### src/rtl/pll_lock_pkg.sv
// Shared types and helpers for the PLL lock sequencer.
package pll_lock_pkg;

  localparam int unsigned STATE_W = 3;

  typedef enum logic [STATE_W-1:0] {
    ST_IDLE      = 3'd0,
    ST_HOLD      = 3'd1,
    ST_WAIT_LOCK = 3'd2,
    ST_STABLE    = 3'd3,
    ST_RUN       = 3'd4,
    ST_FAILED    = 3'd5
  } pll_state_e;

  // Minimum counter width able to hold values 0..n-1 (never below one bit).
  function automatic int unsigned cnt_w(input int unsigned n);
    return (n > 1) ? $clog2(n) : 1;
  endfunction

endpackage

### src/rtl/sync2.sv
// Two-flop synchroniser for a single asynchronous level.
module sync2 (
  input  logic clk,
  input  logic rst_n,
  input  logic d_i,
  output logic q_o
);

  logic meta_q;

  // Capture the raw level, then re-register to settle metastability.
  always_ff @(posedge clk or negedge rst_n) begin
    if (!rst_n) begin
      meta_q <= 1'b0;
      q_o    <= 1'b0;
    end else begin
      meta_q <= d_i;
      q_o    <= meta_q;
    end
  end

endmodule

### src/rtl/pll_lock_ctrl.sv
// PLL reset/lock sequencer running on the PLL reference clock.
// Holds the PLL in reset, qualifies LOCK, releases the system reset, retries
// on timeout and falls back to bypass after repeated failure.
// Optional build macro PLL_LOCK_GLITCH_FILTER_EN: lock drops in RUN must last
// GLITCH_CYCLES synced samples before they count as a loss.
module pll_lock_ctrl
  import pll_lock_pkg::*;
#(
  parameter int unsigned RESET_HOLD_CYCLES   = 16,
  parameter int unsigned LOCK_STABLE_CYCLES  = 1024,
  parameter int unsigned LOCK_TIMEOUT_CYCLES = 65536,
  parameter int unsigned MAX_RETRIES         = 3,
  parameter int unsigned LOSS_CNT_W          = 8
`ifdef PLL_LOCK_GLITCH_FILTER_EN
  ,
  parameter int unsigned GLITCH_CYCLES       = 4
`endif
) (
  input  logic                  REFERENCECLK,
  input  logic                  RESET_N,
  input  logic                  ENABLE,
  input  logic                  LOCK,
  output logic                  PLL_RESET_N,
  output logic                  PLL_BYPASS,
  output logic                  SYS_RESET_N,
  output logic                  LOCKED,
  output logic                  FAILED,
  output logic [STATE_W-1:0]    STATE,
  output logic [LOSS_CNT_W-1:0] LOSS_COUNT
);

  localparam int unsigned HOLD_W  = cnt_w(RESET_HOLD_CYCLES);
  localparam int unsigned TMO_W   = cnt_w(LOCK_TIMEOUT_CYCLES);
  localparam int unsigned STAB_W  = cnt_w(LOCK_STABLE_CYCLES + 1);
  localparam int unsigned RETRY_W = cnt_w(MAX_RETRIES + 1);
`ifdef PLL_LOCK_GLITCH_FILTER_EN
  localparam int unsigned GL_W    = cnt_w(GLITCH_CYCLES);
`endif

  pll_state_e            state_q, state_d;
  logic [HOLD_W-1:0]     hold_cnt_q, hold_cnt_d;
  logic [TMO_W-1:0]      tmo_cnt_q, tmo_cnt_d, tmo_inc;
  logic [STAB_W-1:0]     stab_cnt_q, stab_cnt_d;
  logic [RETRY_W-1:0]    retry_cnt_q, retry_cnt_d;
  logic [LOSS_CNT_W-1:0] loss_cnt_q, loss_cnt_d, loss_inc;
`ifdef PLL_LOCK_GLITCH_FILTER_EN
  logic [GL_W-1:0]       glitch_cnt_q, glitch_cnt_d;
  logic                  glitch_done;
`endif

  logic pll_reset_n_q, pll_reset_n_d;
  logic pll_bypass_q, pll_bypass_d;
  logic sys_reset_n_q, sys_reset_n_d;
  logic locked_q, locked_d;
  logic failed_q, failed_d;

  logic lock_s;
  logic hold_done, tmo_hit, stab_done, retry_left, lock_lost;

  // LOCK comes straight from the PLL analogue block, so it is asynchronous here.
  sync2 u_lock_sync (
    .clk   (REFERENCECLK),
    .rst_n (RESET_N),
    .d_i   (LOCK),
    .q_o   (lock_s)
  );

  assign hold_done  = (hold_cnt_q == HOLD_W'(RESET_HOLD_CYCLES - 1));
  assign tmo_hit    = (tmo_cnt_q == TMO_W'(LOCK_TIMEOUT_CYCLES - 1));
  assign stab_done  = lock_s && (stab_cnt_q == STAB_W'(LOCK_STABLE_CYCLES));
  assign retry_left = (retry_cnt_q < RETRY_W'(MAX_RETRIES));
  // Timeout counter parks at its terminal value so it can never wrap.
  assign tmo_inc    = tmo_hit ? tmo_cnt_q : tmo_cnt_q + TMO_W'(1);
  assign loss_inc   = (&loss_cnt_q) ? loss_cnt_q : loss_cnt_q + LOSS_CNT_W'(1);

`ifdef PLL_LOCK_GLITCH_FILTER_EN
  assign glitch_done = (glitch_cnt_q == GL_W'(GLITCH_CYCLES - 1));
  assign lock_lost   = !lock_s && glitch_done;
`else
  assign lock_lost   = !lock_s;
`endif

  // Next-state, counter and output decode; outputs follow the next state so
  // the registered versions line up with the state register.
  always_comb begin
    state_d     = state_q;
    hold_cnt_d  = '0;
    tmo_cnt_d   = tmo_cnt_q;
    stab_cnt_d  = stab_cnt_q;
    retry_cnt_d = retry_cnt_q;
    loss_cnt_d  = loss_cnt_q;
`ifdef PLL_LOCK_GLITCH_FILTER_EN
    glitch_cnt_d = '0;
`endif

    if (!ENABLE) begin
      state_d = ST_IDLE;
    end else begin
      unique case (state_q)
        ST_IDLE: begin
          state_d     = ST_HOLD;
          retry_cnt_d = '0;
        end
        ST_HOLD: begin
          if (hold_done) begin
            state_d   = ST_WAIT_LOCK;
            tmo_cnt_d = '0;
          end else begin
            hold_cnt_d = hold_cnt_q + HOLD_W'(1);
          end
        end
        ST_WAIT_LOCK: begin
          tmo_cnt_d = tmo_inc;
          if (lock_s) begin
            state_d    = ST_STABLE;
            stab_cnt_d = STAB_W'(1);
          end else if (tmo_hit) begin
            if (retry_left) begin
              state_d     = ST_HOLD;
              retry_cnt_d = retry_cnt_q + RETRY_W'(1);
            end else begin
              state_d = ST_FAILED;
            end
          end
        end
        ST_STABLE: begin
          tmo_cnt_d = tmo_inc;
          if (stab_done) begin
            state_d     = ST_RUN;
            retry_cnt_d = '0;
          end else if (tmo_hit) begin
            if (retry_left) begin
              state_d     = ST_HOLD;
              retry_cnt_d = retry_cnt_q + RETRY_W'(1);
            end else begin
              state_d = ST_FAILED;
            end
          end else if (!lock_s) begin
            state_d    = ST_WAIT_LOCK;
            stab_cnt_d = '0;
          end else begin
            stab_cnt_d = stab_cnt_q + STAB_W'(1);
          end
        end
        ST_RUN: begin
          if (lock_lost) begin
            state_d    = ST_HOLD;
            loss_cnt_d = loss_inc;
          end
`ifdef PLL_LOCK_GLITCH_FILTER_EN
          else if (!lock_s) begin
            glitch_cnt_d = glitch_cnt_q + GL_W'(1);
          end
`endif
        end
        ST_FAILED: begin
          state_d = ST_FAILED;
        end
        default: begin
          state_d = ST_IDLE;
        end
      endcase
    end

    pll_reset_n_d = (state_d == ST_WAIT_LOCK) || (state_d == ST_STABLE) ||
                    (state_d == ST_RUN);
    pll_bypass_d  = (state_d == ST_FAILED);
    sys_reset_n_d = (state_d == ST_RUN) || (state_d == ST_FAILED);
    locked_d      = (state_d == ST_RUN);
    failed_d      = (state_d == ST_FAILED);
  end

  // State, counters and registered outputs.
  always_ff @(posedge REFERENCECLK or negedge RESET_N) begin
    if (!RESET_N) begin
      state_q       <= ST_IDLE;
      hold_cnt_q    <= '0;
      tmo_cnt_q     <= '0;
      stab_cnt_q    <= '0;
      retry_cnt_q   <= '0;
      loss_cnt_q    <= '0;
      pll_reset_n_q <= 1'b0;
      pll_bypass_q  <= 1'b0;
      sys_reset_n_q <= 1'b0;
      locked_q      <= 1'b0;
      failed_q      <= 1'b0;
`ifdef PLL_LOCK_GLITCH_FILTER_EN
      glitch_cnt_q  <= '0;
`endif
    end else begin
      state_q       <= state_d;
      hold_cnt_q    <= hold_cnt_d;
      tmo_cnt_q     <= tmo_cnt_d;
      stab_cnt_q    <= stab_cnt_d;
      retry_cnt_q   <= retry_cnt_d;
      loss_cnt_q    <= loss_cnt_d;
      pll_reset_n_q <= pll_reset_n_d;
      pll_bypass_q  <= pll_bypass_d;
      sys_reset_n_q <= sys_reset_n_d;
      locked_q      <= locked_d;
      failed_q      <= failed_d;
`ifdef PLL_LOCK_GLITCH_FILTER_EN
      glitch_cnt_q  <= glitch_cnt_d;
`endif
    end
  end

  assign PLL_RESET_N = pll_reset_n_q;
  assign PLL_BYPASS  = pll_bypass_q;
  assign SYS_RESET_N = sys_reset_n_q;
  assign LOCKED      = locked_q;
  assign FAILED      = failed_q;
  assign STATE       = state_q;
  assign LOSS_COUNT  = loss_cnt_q;

endmodule

### config.mk
export PLATFORM = sky130hd
export DESIGN_NAME = pll_lock_ctrl
export DESIGN_NICKNAME = d
export VERILOG_FILES = /design/src/rtl/pll_lock_pkg.sv /design/src/rtl/sync2.sv /design/src/rtl/pll_lock_ctrl.sv
export SDC_FILE = /design/constraint.sdc
export NUM_CORES = 1
export LEC_CHECK = 0
export CORE_UTILIZATION = 30
export DETAILED_ROUTE_END_ITERATION = 7
export GPL_TIMING_DRIVEN = 0
export PLACE_DENSITY_LB_ADDON = 0.1
export SLEW_MARGIN = 25
export SYNTH_ARGS = -nofsm -noshare
export SYNTH_HDL_FRONTEND = slang
export SYNTH_SLANG_ARGS = --single-unit
### constraint.sdc
create_clock -name REFERENCECLK -period 2.2 [get_ports REFERENCECLK]
set_input_delay 0.55 -clock REFERENCECLK [delete_from_list [all_inputs] [get_ports REFERENCECLK]]
set_output_delay 0.55 -clock REFERENCECLK [all_outputs]
set_load 0.005 [all_outputs]
==> results of run 1 <==
-- power by group --
group | switching (W) | total (W) | internal (W)
Sequential | 0.0000342 | 0.000980 | 0.000945
Clock | 0.000310 | 0.000529 | 0.000219
Combinational | 0.0000532 | 0.0000928 | 0.0000396
Total | 0.000397 | 0.00160 | 0.00120
-- per-layer routing --
layer  wire length, µm  GRT usage  up-vias
li1                  -          -     1065
met5                 0          0        -
met3               139     0.0263        4
met1              3360      0.225     1059
met2              2830      0.234       19
met4                42     0.0336        0
-- critical path: cells and delay by family, from the launching register on --
| kind | cells | cell delay (ps) |
|---|---|---|
| compound gates | 1 | 220 |
| flops | 1 | 410 |
| simple gates | 4 | 1320 |
| fa+ha+maj | 1 | 170 |
-- worst max path at each step --
stage | from | endpoint | slack, ps | depth (start not counted)
final | tmo_cnt_q[0] | FAILED | 20 | 6
after global routing | tmo_cnt_q[0] | FAILED | -40 | 6
after CTS | tmo_cnt_q[0] | FAILED | 5 | 7
after detailed placement | ENABLE | tmo_cnt_q[7] | -700 | 7
after global placement | RESET_N | LOSS_COUNT[0] | -1040 | 1
after floorplan | tmo_cnt_q[0] | FAILED | 20 | 7
-- cells by family (layout without fill, tap and decap cells) --
family	Yosys count	in the layout	synth area share
AND/OR/NAND/NOR	126	126	0.254
AO/OA/AOI/OAI	53	53	0.142
flip-flops	50	50	0.475
XOR/XNOR	20	20	0.0665
buffers and inverters	18	53	0.0304
adder cells (fa/ha/maj)	5	5	0.0238
multiplexers	2	2	0.00855
-- cell usage after synthesis (7+ instances only) --
library cell / n
nor2_1: 30
a211oi_1: 8
nand3_1: 21
clkbuf_1: 7
o21ai_0: 12
inv_1: 8
xnor2_1: 16
dfrtp_1: 50
nand2_1: 21
nand4_1: 10
and3_1: 9
-- flip-flops by register name (all words and copies together) (netlist names) --
name and flops:
tmo_cnt_q 16, stab_cnt_q 11, LOSS_COUNT 8, hold_cnt_q 4, STATE 3, retry_cnt_q 2
FAILED 1, LOCKED 1, PLL_RESET_N 1, SYS_RESET_N 1, u_lock_sync.meta_q 1, u_lock_sync.q_o 1
-- cell type report --
cell class,count,area [µm²],area share
plain buffers,7,40.0,0.0126
clock buffers,6,72.6,0.0228
clock inverters,1,7.51,0.00235
inverters,8,30.0,0.00942
multi-input cells,206,1380,0.432
flip-flops and latches,50,1250,0.393
well taps,105,131,0.0412
repair buffers,31,277,0.0867
-- per-stage QoR --
| stage | instance area, µm² | util | power (W) |
|---|---|---|---|
| after detailed placement | 2950 | 0.354 | 0.00108 |
| after global routing | 3190 | 0.382 | 0.00168 |
| final | 3190 | 0.382 | 0.00160 |
| after global placement | 2950 | 0.354 | 0.00108 |
| after CTS | 3120 | 0.374 | 0.00163 |
| after floorplan | 2630 | - | 0.00103 |
-- what timing repair did --
action,4_1_cts,5_1_grt
pin swaps,3,5
hold buffers,0,0
gates resized for setup,14,11
buffers inserted,5,7
endpoints found under the setup margin,33,28
endpoints found under the hold margin,0,0
==> results by group, run 1 <==
Run status
  – Status: complete, no violations

Clock tree
  – CTS clk-pin slew, worst paths: about 100 ps
  – Worst skew pair latency: 300 ps
  – Max clock buf depth: 2
  – H-tree depth: 2
  – TritonCTS clock tree: yes
  – CTS buffer count: 5
  – Clock root cell: clkbuf_8
  – # clock sinks: 50

Power and ir drop
  – Power density over cell area: 502 nW/µm²
  – Peak supply drop: 0.224 mV
  – Cell leakage power: 1.33 nW

Synth
  – Async SR Flop Fraction: 1.00
  – Syn Area/Cell: 9.61 µm²
  – EDFF count, synth: 0
  – Post-Syn Nets: 283
  – Area leader, netlist: dfrtp_1
  – Mapped cell area: roughly 2600 µm²
  – Number of distinct library cells after synthesis: 49
  – Synth top area share: 0.475
  – Register area share after synthesis: 0.475
  – Post-Synthesis Cells: 274
  – Number of synthesized register bits: 50
  – Top FF cell, synth: dfrtp_1
  – Leading post-synthesis cells by cell area: dfrtp_1, xnor2_1, nor2_1, nand3_1, nand2_1
  – Warnings, synthesis: 0

Timing
  – Final worst slack: about 19 ps
  – Slew Limit Fails: 0
  – Unrepaired setup endpoints after global routing: true
  – Final worst path period need: around 2200 ps
  – Final Setup Violations: 0
  – Endpoints failing hold: 0
  – FMAX: between 400 and 500 MHz
  – Worst Tran Pin Value: between 600 and 700 ps
  – Worst slew margin: 0.561
  – WHS: between 200 and 300 ps
  – Setup TNS: 0 ps
  – Fin crit share: 0.991
  – Setup Skew: between 9 and 10 ps

Finish
  – Synth-to-Final Area Change: 21.1%
  – Fin nets: ~320
  – Total of fill cells in the finished design: roughly 840
  – ANT cells: 0
  – Layout cells sized above 1: 0.139
  – Most common cell after layout, fill and taps aside: dfrtp_1
  – Commonest cells after routing, fill and taps aside: dfrtp_1, nor2_1, nand2_1, nand3_1, clkdlybuf4s50_1
  – Non-filler cells, final: just over 400

Worst setup path
  – R2r setup slk: roughly 19 ps
  – R2R depth: 6
  – Crit end category: register
  – CP max stage cell: or4_4
  – Worst setup SP type: register
  – Crit path kind: reg -> reg
  – CP max stage delay: just over 600 ps
  – WP data arrival: 2430 ps
  – Worst path cell trace: ha_4 > nand3_4 > or4_4 > or3_4 > a31oi_4 > nor2b_4
  – CP required: about 2400 ps
  – Crit path max fanout: 9
  – R2r startpoint: tmo_cnt_q[0]
  – Worst r2r dst: FAILED

Detailed routing
  – Antenna-violating nets left: 0
  – Via density: slightly above 5
  – Detailed Route Iter0 Violations: 85
  – DRC Markers: 0
  – Post-Route WL: 6370 µm
  – 1st-pass router iterations: 4
  – Vias: between 2,000 and 2,500
  – Per-cell routed wire length: ~15 µm

Floorplanning
  – Die area: 9150 µm²
  – Ports: 20
  – Row cnt: 33
  – DIE WIDTH: approximately 96 µm
  – Initial Util: 0.316
  – Core area: between 8000 and 9000 µm²
  – Chip height: 95.7 µm

Placed design
  – GP Congestion: between 0.7 and 0.8
  – Port Buffers: 19
  – DP Worst Slack: -705 ps
  – Inst Count DP: between 300 and 400
  – Final HPWL DP: about 4400 µm

Min path
  – Hold crit path type: in -> async

Global routing
  – Total grt overflow: 0
  – Global-route wire length before repair: around 11,000 µm
  – Vias in the first global route: roughly 2,200
  – Pin count of the biggest net entering global routing: 51
  – GRT Util Overall: 0.153
  – Initial antenna violation count: 0

Flow run
  – # Max-Cap Violations: 0
Power figures use the tool's default switching activity.
==> run 2, diff against run 1 <==
Settings changed: PLACE_DENSITY_LB_ADDON 0.1 to default.
==> results by group, run 2 (synthesis results as in run 1) <==
Detailed routing
  – 1st-pass router iterations: 4 (unchanged)
  – Via density: 5.25 (+1.2%)
  – Vias: 2,163 (+0.75%)
  – Post-Route WL: 5980 µm (-6.1%)
  – Antenna-violating nets left: 0 (unchanged)
  – Per-cell routed wire length: 14.5 µm (-5.7%)
  – DRC Markers: 0 (unchanged)
  – Detailed Route Iter0 Violations: 147 (+73%)

Worst setup path
  – WP data arrival: 2370 ps (-60 ps)
  – Crit end category: register
  – CP required: 2450 ps (about the same)
  – Worst path cell trace: ha_4 > nand3_4 > or4_4 > or3_4 > a31oi_4 > nor2b_1
  – Top delay family on crit path: simple AND/OR/NAND/NOR gates
  – Crit path kind: reg -> reg
  – Crit path max fanout: 5 (-4)
  – CP max stage cell: or4_4
  – CP max stage delay: 580 ps (-30 ps)
  – R2r setup slk: 80 ps (+60 ps)
  – Worst setup SP type: register
  – Crit path buffers/inverters: 0 (unchanged)

Clock tree
  – CTS clk-pin slew, worst paths: 100 ps (about the same)
  – Clock root cell: clkbuf_8
  – Hold buffers post-CTS: 0 (unchanged)
  – TritonCTS clock tree: yes
  – Worst skew pair latency: 320 ps (+20 ps)
  – H-tree depth: 2 (unchanged)
  – Max clock buf depth: 2 (unchanged)
  – CTS buffer count: 5 (unchanged)
  – # clock sinks: 50 (unchanged)

Global routing
  – Vias in the first global route: 2,098 (-2.7%)
  – Initial antenna violation count: 0 (unchanged)
  – Global-route wire length before repair: 9940 µm (-7.7%)
  – GRT Util Overall: 0.140 (-0.0131)
  – Pin count of the biggest net entering global routing: 51 (unchanged)
  – Total grt overflow: 0 (unchanged)

Timing
  – Fin crit share: 0.966 (-0.0258)
  – Worst Tran Pin Value: 640 ps (-18.1 ps)
  – Slew Limit Fails: 0 (unchanged)
  – Setup Skew: 12.4 ps (+3.37 ps)
  – Endpoints failing hold: 0 (unchanged)
  – WHS: 246 ps (-8.30 ps)
  – Worst slew margin: 0.573 (+0.0121)
  – Final worst path period need: 2120 ps (-56.7 ps)
  – Unrepaired setup endpoints after global routing: true
  – Final Setup Violations: 0 (unchanged)
  – Setup TNS: 0 ps (unchanged)
  – FMAX: 471 MHz (+2.7%)

Finish
  – Fin nets: 315 (-0.94%)
  – Multi-input logic area: 1390 µm² (+0.64%)
  – Most flop-heavy register: tmo_cnt_q
  – Synth-to-Final Area Change: 21.1% (unchanged)
  – FF/Latch Area: 1250 µm² (about the same)
  – Total of fill cells in the finished design: 853 (+1.9%)
  – Max reg flops: 16 (unchanged)
  – ANT cells: 0 (unchanged)
  – Layout cells sized above 1: 0.137 (-0.00235)
  – Commonest cells after routing, fill and taps aside: dfrtp_1, nor2_1, nand2_1, nand3_1, clkdlybuf4s50_1
  – Most common cell after layout, fill and taps aside: dfrtp_1

Floorplanning
  – DIE WIDTH: 95.7 µm (unchanged)
  – Row cnt: 33 (unchanged)
  – Ports: 20 (unchanged)
  – Chip height: 95.7 µm (unchanged)
  – Core area: 8340 µm² (unchanged)
  – Initial Util: 0.316 (unchanged)
  – Die area: 9150 µm² (unchanged)

Power and ir drop
  – Peak supply drop: 0.216 mV (-3.8%)
  – Power density over cell area: 521 nW/µm² (+3.6%)
  – Cell leakage power: 1.33 nW (-0.12%)
  – Power, Total: 0.00166 W (+3.6%)

Placed design
  – GP Congestion: 0.834 (+9.1%)
  – Port Buffers: 19 (unchanged)
  – Final HPWL DP: 4050 µm (-8.0%)

Run status
  – Status: complete, no violations

Min path
  – Hold crit path type: in -> async

Flow run
  – # Max-Cap Violations: 0 (unchanged)
## run 2: cell types whose count changed in the layout (fill, tap and decap cells not counted), sizes merged
| cell | previous run | this run |
|---|---|---|
| buf | 15 | 11 |
| inv | 8 | 10 |
| clkbuf | 11 | 10 |
| clkinv | 0 | 1 |
| clkinvlp | 1 | 0 |
| dlygate4sd2 | 1 | 0 |
| dlymetal6s2s | 0 | 1 |
| or4 | 3 | 4 |
## run 2: timing repair
| item | in CTS | in global routing |
|---|---|---|
| cloned | 0 | 1 |
| setup endpoints to repair | 34 | 28 |
| pin swaps | 3 | 2 |
| setup buffers | 5 | 3 |
| gates resized for setup | 13 | 12 |
## run 2: final timing paths
| check | to | cells after the start | start |
|---|---|---|---|
| min in group REFERENCECLK | u_lock_sync.q_o | 0 | u_lock_sync.meta_q |
| setup reg to reg | FAILED | 6 | tmo_cnt_q[1] |
| hold reg to reg | u_lock_sync.q_o | 0 | u_lock_sync.meta_q |
| max in group asynchronous | tmo_cnt_q[5] | 1 | RESET_N |
| hold / removal | tmo_cnt_q[12] | 1 | RESET_N |
| setup / recovery | FAILED | 6 | tmo_cnt_q[1] |
## run 2: report_power, final
part	leakage (nW)	internal [W]	total, W	switching [W]
Clock	0.0506	0.000239	0.000591	0.000353
Sequential	0.651	0.000946	0.000978	0.0000326
Combinational	0.624	0.0000380	0.0000900	0.0000520
Total	1.33	0.00122	0.00166	0.000437
## run 2: routing by layer
layer  track usage  wire [µm]
met2         0.225       2810
met3        0.0279        137
met1         0.192       2990
met4        0.0386         51
met5             0          0
## run 2: cell type report
class / instances / share of cell area
multi-input combinational: 207 / 0.435
timing repair buffer: 27 / 0.0785
clock inverter: 3 / 0.00903
sequential: 50 / 0.393
inverter: 8 / 0.00942
tap: 105 / 0.0412
buffer: 7 / 0.0122
clock buffer: 5 / 0.0216
## run 2: through the flow
stage | std cells | setup slack, ps | instance area, µm² | util
final | 412 | 75.7 | 3190 | 0.382
after floorplan | 274 | 16.9 | 2630 | -
after CTS | 410 | 0.599 | 3120 | 0.374
after detailed placement | 398 | -691 | 2950 | 0.354
after global routing | 412 | -6.28 | 3190 | 0.382
after global placement | 398 | -934 | 2950 | 0.354
==> run 3, diff against run 2 <==
Settings changed: CORE_UTILIZATION 30 to 50, PLACE_DENSITY from default to 0.73.
==> results by group, run 3 (synthesis results as in run 1) <==
Timing
  – Endpoints failing hold: 0 (unchanged)
  – WHS: 254 ps (+8.32 ps)
  – Fin crit share: 0.976 (+0.0109)
  – FMAX: 465 MHz (-1.1%)
  – Final Setup Violations: 0 (unchanged)
  – Worst Tran Pin Value: 611 ps (-29.5 ps)
  – Slew Limit Fails: 0 (unchanged)
  – Worst slew margin: 0.593 (+0.0197)
  – Setup TNS: 0 ps (unchanged)
  – Unrepaired setup endpoints after global routing: true
  – Final worst path period need: 2150 ps (+24.0 ps)
  – Setup Skew: 12.3 ps (-0.193 ps)
  – Final worst slack: 51.7 ps (-24.0 ps)

Finish
  – Most flop-heavy register: tmo_cnt_q
  – Layout cells sized above 1: 0.134 (-0.00326)
  – Max reg flops: 16 (unchanged)
  – Total of fill cells in the finished design: 448 (-47%)
  – Most common cell after layout, fill and taps aside: dfrtp_1
  – Commonest cells after routing, fill and taps aside: dfrtp_1, nor2_1, nand2_1, nand3_1, clkdlybuf4s50_1
  – Synth-to-Final Area Change: 20.1%
  – ANT cells: 0 (unchanged)
  – Fin nets: 315 (unchanged)

Power and ir drop
  – Power density over cell area: 540 nW/µm² (+3.7%)
  – Fraction of power spent switching nets: 0.225 (-0.0384)
  – Part of the power in combinational logic: 0.052 (-0.002)
  – Cell leakage power: 1.33 nW (+0.45%)
  – Peak supply drop: 0.333 mV (+54%)
  – Sequential share of power: 0.573 (-0.016)
  – P_int: 0.00132 W (+8.3%)
  – Net Switching: 0.000385 W (-12%)
  – Clock share of power: 0.375 (+0.019)

Clock tree
  – TritonCTS clock tree: yes
  – Worst skew pair latency: 310 ps (about the same)
  – # clock sinks: 50 (unchanged)
  – CTS buffer count: 5 (unchanged)
  – H-tree depth: 2 (unchanged)
  – CTS clk-pin slew, worst paths: 100 ps (about the same)
  – Hold buffers post-CTS: 0 (unchanged)
  – Clock root cell: clkbuf_8
  – Max clock buf depth: 2 (unchanged)

Detailed routing
  – Detailed Route Iter0 Violations: 209 (+42%)
  – DRC Markers: 0 (unchanged)
  – Post-Route WL: 5830 µm (-2.6%)
  – Vias: 2,225 (+2.9%)
  – Antenna-violating nets left: 0 (unchanged)
  – 1st-pass router iterations: 5 (+1)
  – Via density: 5.90 (+12%)
  – Per-cell routed wire length: 15.5 µm (+6.4%)

Placed design
  – DP Worst Slack: -622 ps (+69.2 ps)
  – GP Congestion: 0.833 (-0.19%)
  – Port Buffers: 19 (unchanged)
  – Final HPWL DP: 3820 µm (-5.8%)

Global routing
  – GRT Util Overall: 0.221 (+0.0804)
  – Pin count of the biggest net entering global routing: 51 (unchanged)
  – Initial antenna violation count: 0 (unchanged)
  – Global-route wire length before repair: 9250 µm (-6.9%)
  – Vias in the first global route: 2,033 (-3.1%)
  – Total grt overflow: 0 (unchanged)

Floorplanning
  – Die area: 5560 µm² (-39%)
  – Chip height: 74.6 µm (-22%)
  – DIE WIDTH: 74.6 µm (-22%)
  – Row cnt: 26 (-21%)
  – Core area: 5070 µm² (-39%)
  – Ports: 20 (unchanged)
  – Initial Util: 0.519 (+0.203)

Worst setup path
  – WP data arrival: 2400 ps (+30 ps)
  – CP required: 2450 ps (about the same)
  – Crit path max fanout: 5 (unchanged)
  – Worst setup SP type: register
  – Crit path kind: reg -> reg
  – Crit end category: register
  – R2R depth: 6 (unchanged)

Min path
  – Hold crit path type: in -> async

Run status
  – Status: complete, no violations

Flow run
  – # Max-Cap Violations: 0 (unchanged)
run 3: routing by layer:
| metal | share of wire | GRT usage |
|---|---|---|
| met1 | 0.46 | 0.301 |
| met2 | 0.48 | 0.342 |
| met3 | 0.045 | 0.0461 |
| met4 | 0.017 | 0.0901 |
| met5 | 0 | 0 |
run 3: final timing paths:
check                                    from               to  slack [ps]
max                              tmo_cnt_q[0]      PLL_RESET_N          50
min                                   RESET_N     tmo_cnt_q[0]         250
max reg2reg                      tmo_cnt_q[0]      PLL_RESET_N          50
min reg2reg                u_lock_sync.meta_q  u_lock_sync.q_o         370
max in group asynchronous             RESET_N     tmo_cnt_q[4]        1500
min in group REFERENCECLK  u_lock_sync.meta_q  u_lock_sync.q_o         370
run 3: final cells by class:
| cell class | count | area [µm²] | area share |
|---|---|---|---|
| multi-input cells | 207 | 1390 | 0.439 |
| inverters | 8 | 30.0 | 0.00950 |
| clock buffers | 6 | 72.6 | 0.0230 |
| well taps | 70 | 87.6 | 0.0277 |
| repair buffers | 27 | 254 | 0.0803 |
| clock inverters | 2 | 37.5 | 0.0119 |
| plain buffers | 7 | 38.8 | 0.0123 |
| flip-flops and latches | 50 | 1250 | 0.396 |
run 3: worst max-delay path, cell delays in order, from the launching register on:
cell and delay (ps):
dfrtp_1 410, ha_4 170, nand3_4 120, or4_4 590, or3_4 440, a31oi_4 210, a21o_1 150
run 3: per-stage QoR:
stage | util | area, µm² | total power [W] | instances
2_1_floorplan | - | 2630 | 0.00103 | 274
3_3_place_gp | 0.573 | 2910 | 0.00107 | 363
3_5_place_dp | 0.573 | 2910 | 0.00107 | 363
4_1_cts | 0.610 | 3090 | 0.00173 | 375
5_1_grt | 0.623 | 3160 | 0.00179 | 377
6_report | 0.623 | 3160 | 0.00171 | 377
run 3: power by group through the flow:
stage	sequential (W)	clock [W]	combinational, W
3_3_place_gp	0.000994	0	0.0000784
6_report	0.000979	0.000640	0.0000891
3_5_place_dp	0.000995	0	0.0000797
2_1_floorplan	0.000987	0	0.0000452
5_1_grt	0.000983	0.000698	0.000105
4_1_cts	0.000977	0.000661	0.0000882
run 3: what timing repair did:
action | CTS | global route
pin swaps | 4 | 5
resized for setup | 12 | 13
buffers inserted | 5 | 2
setup endpoints to repair | 30 | 27
cloned | 0 | 2
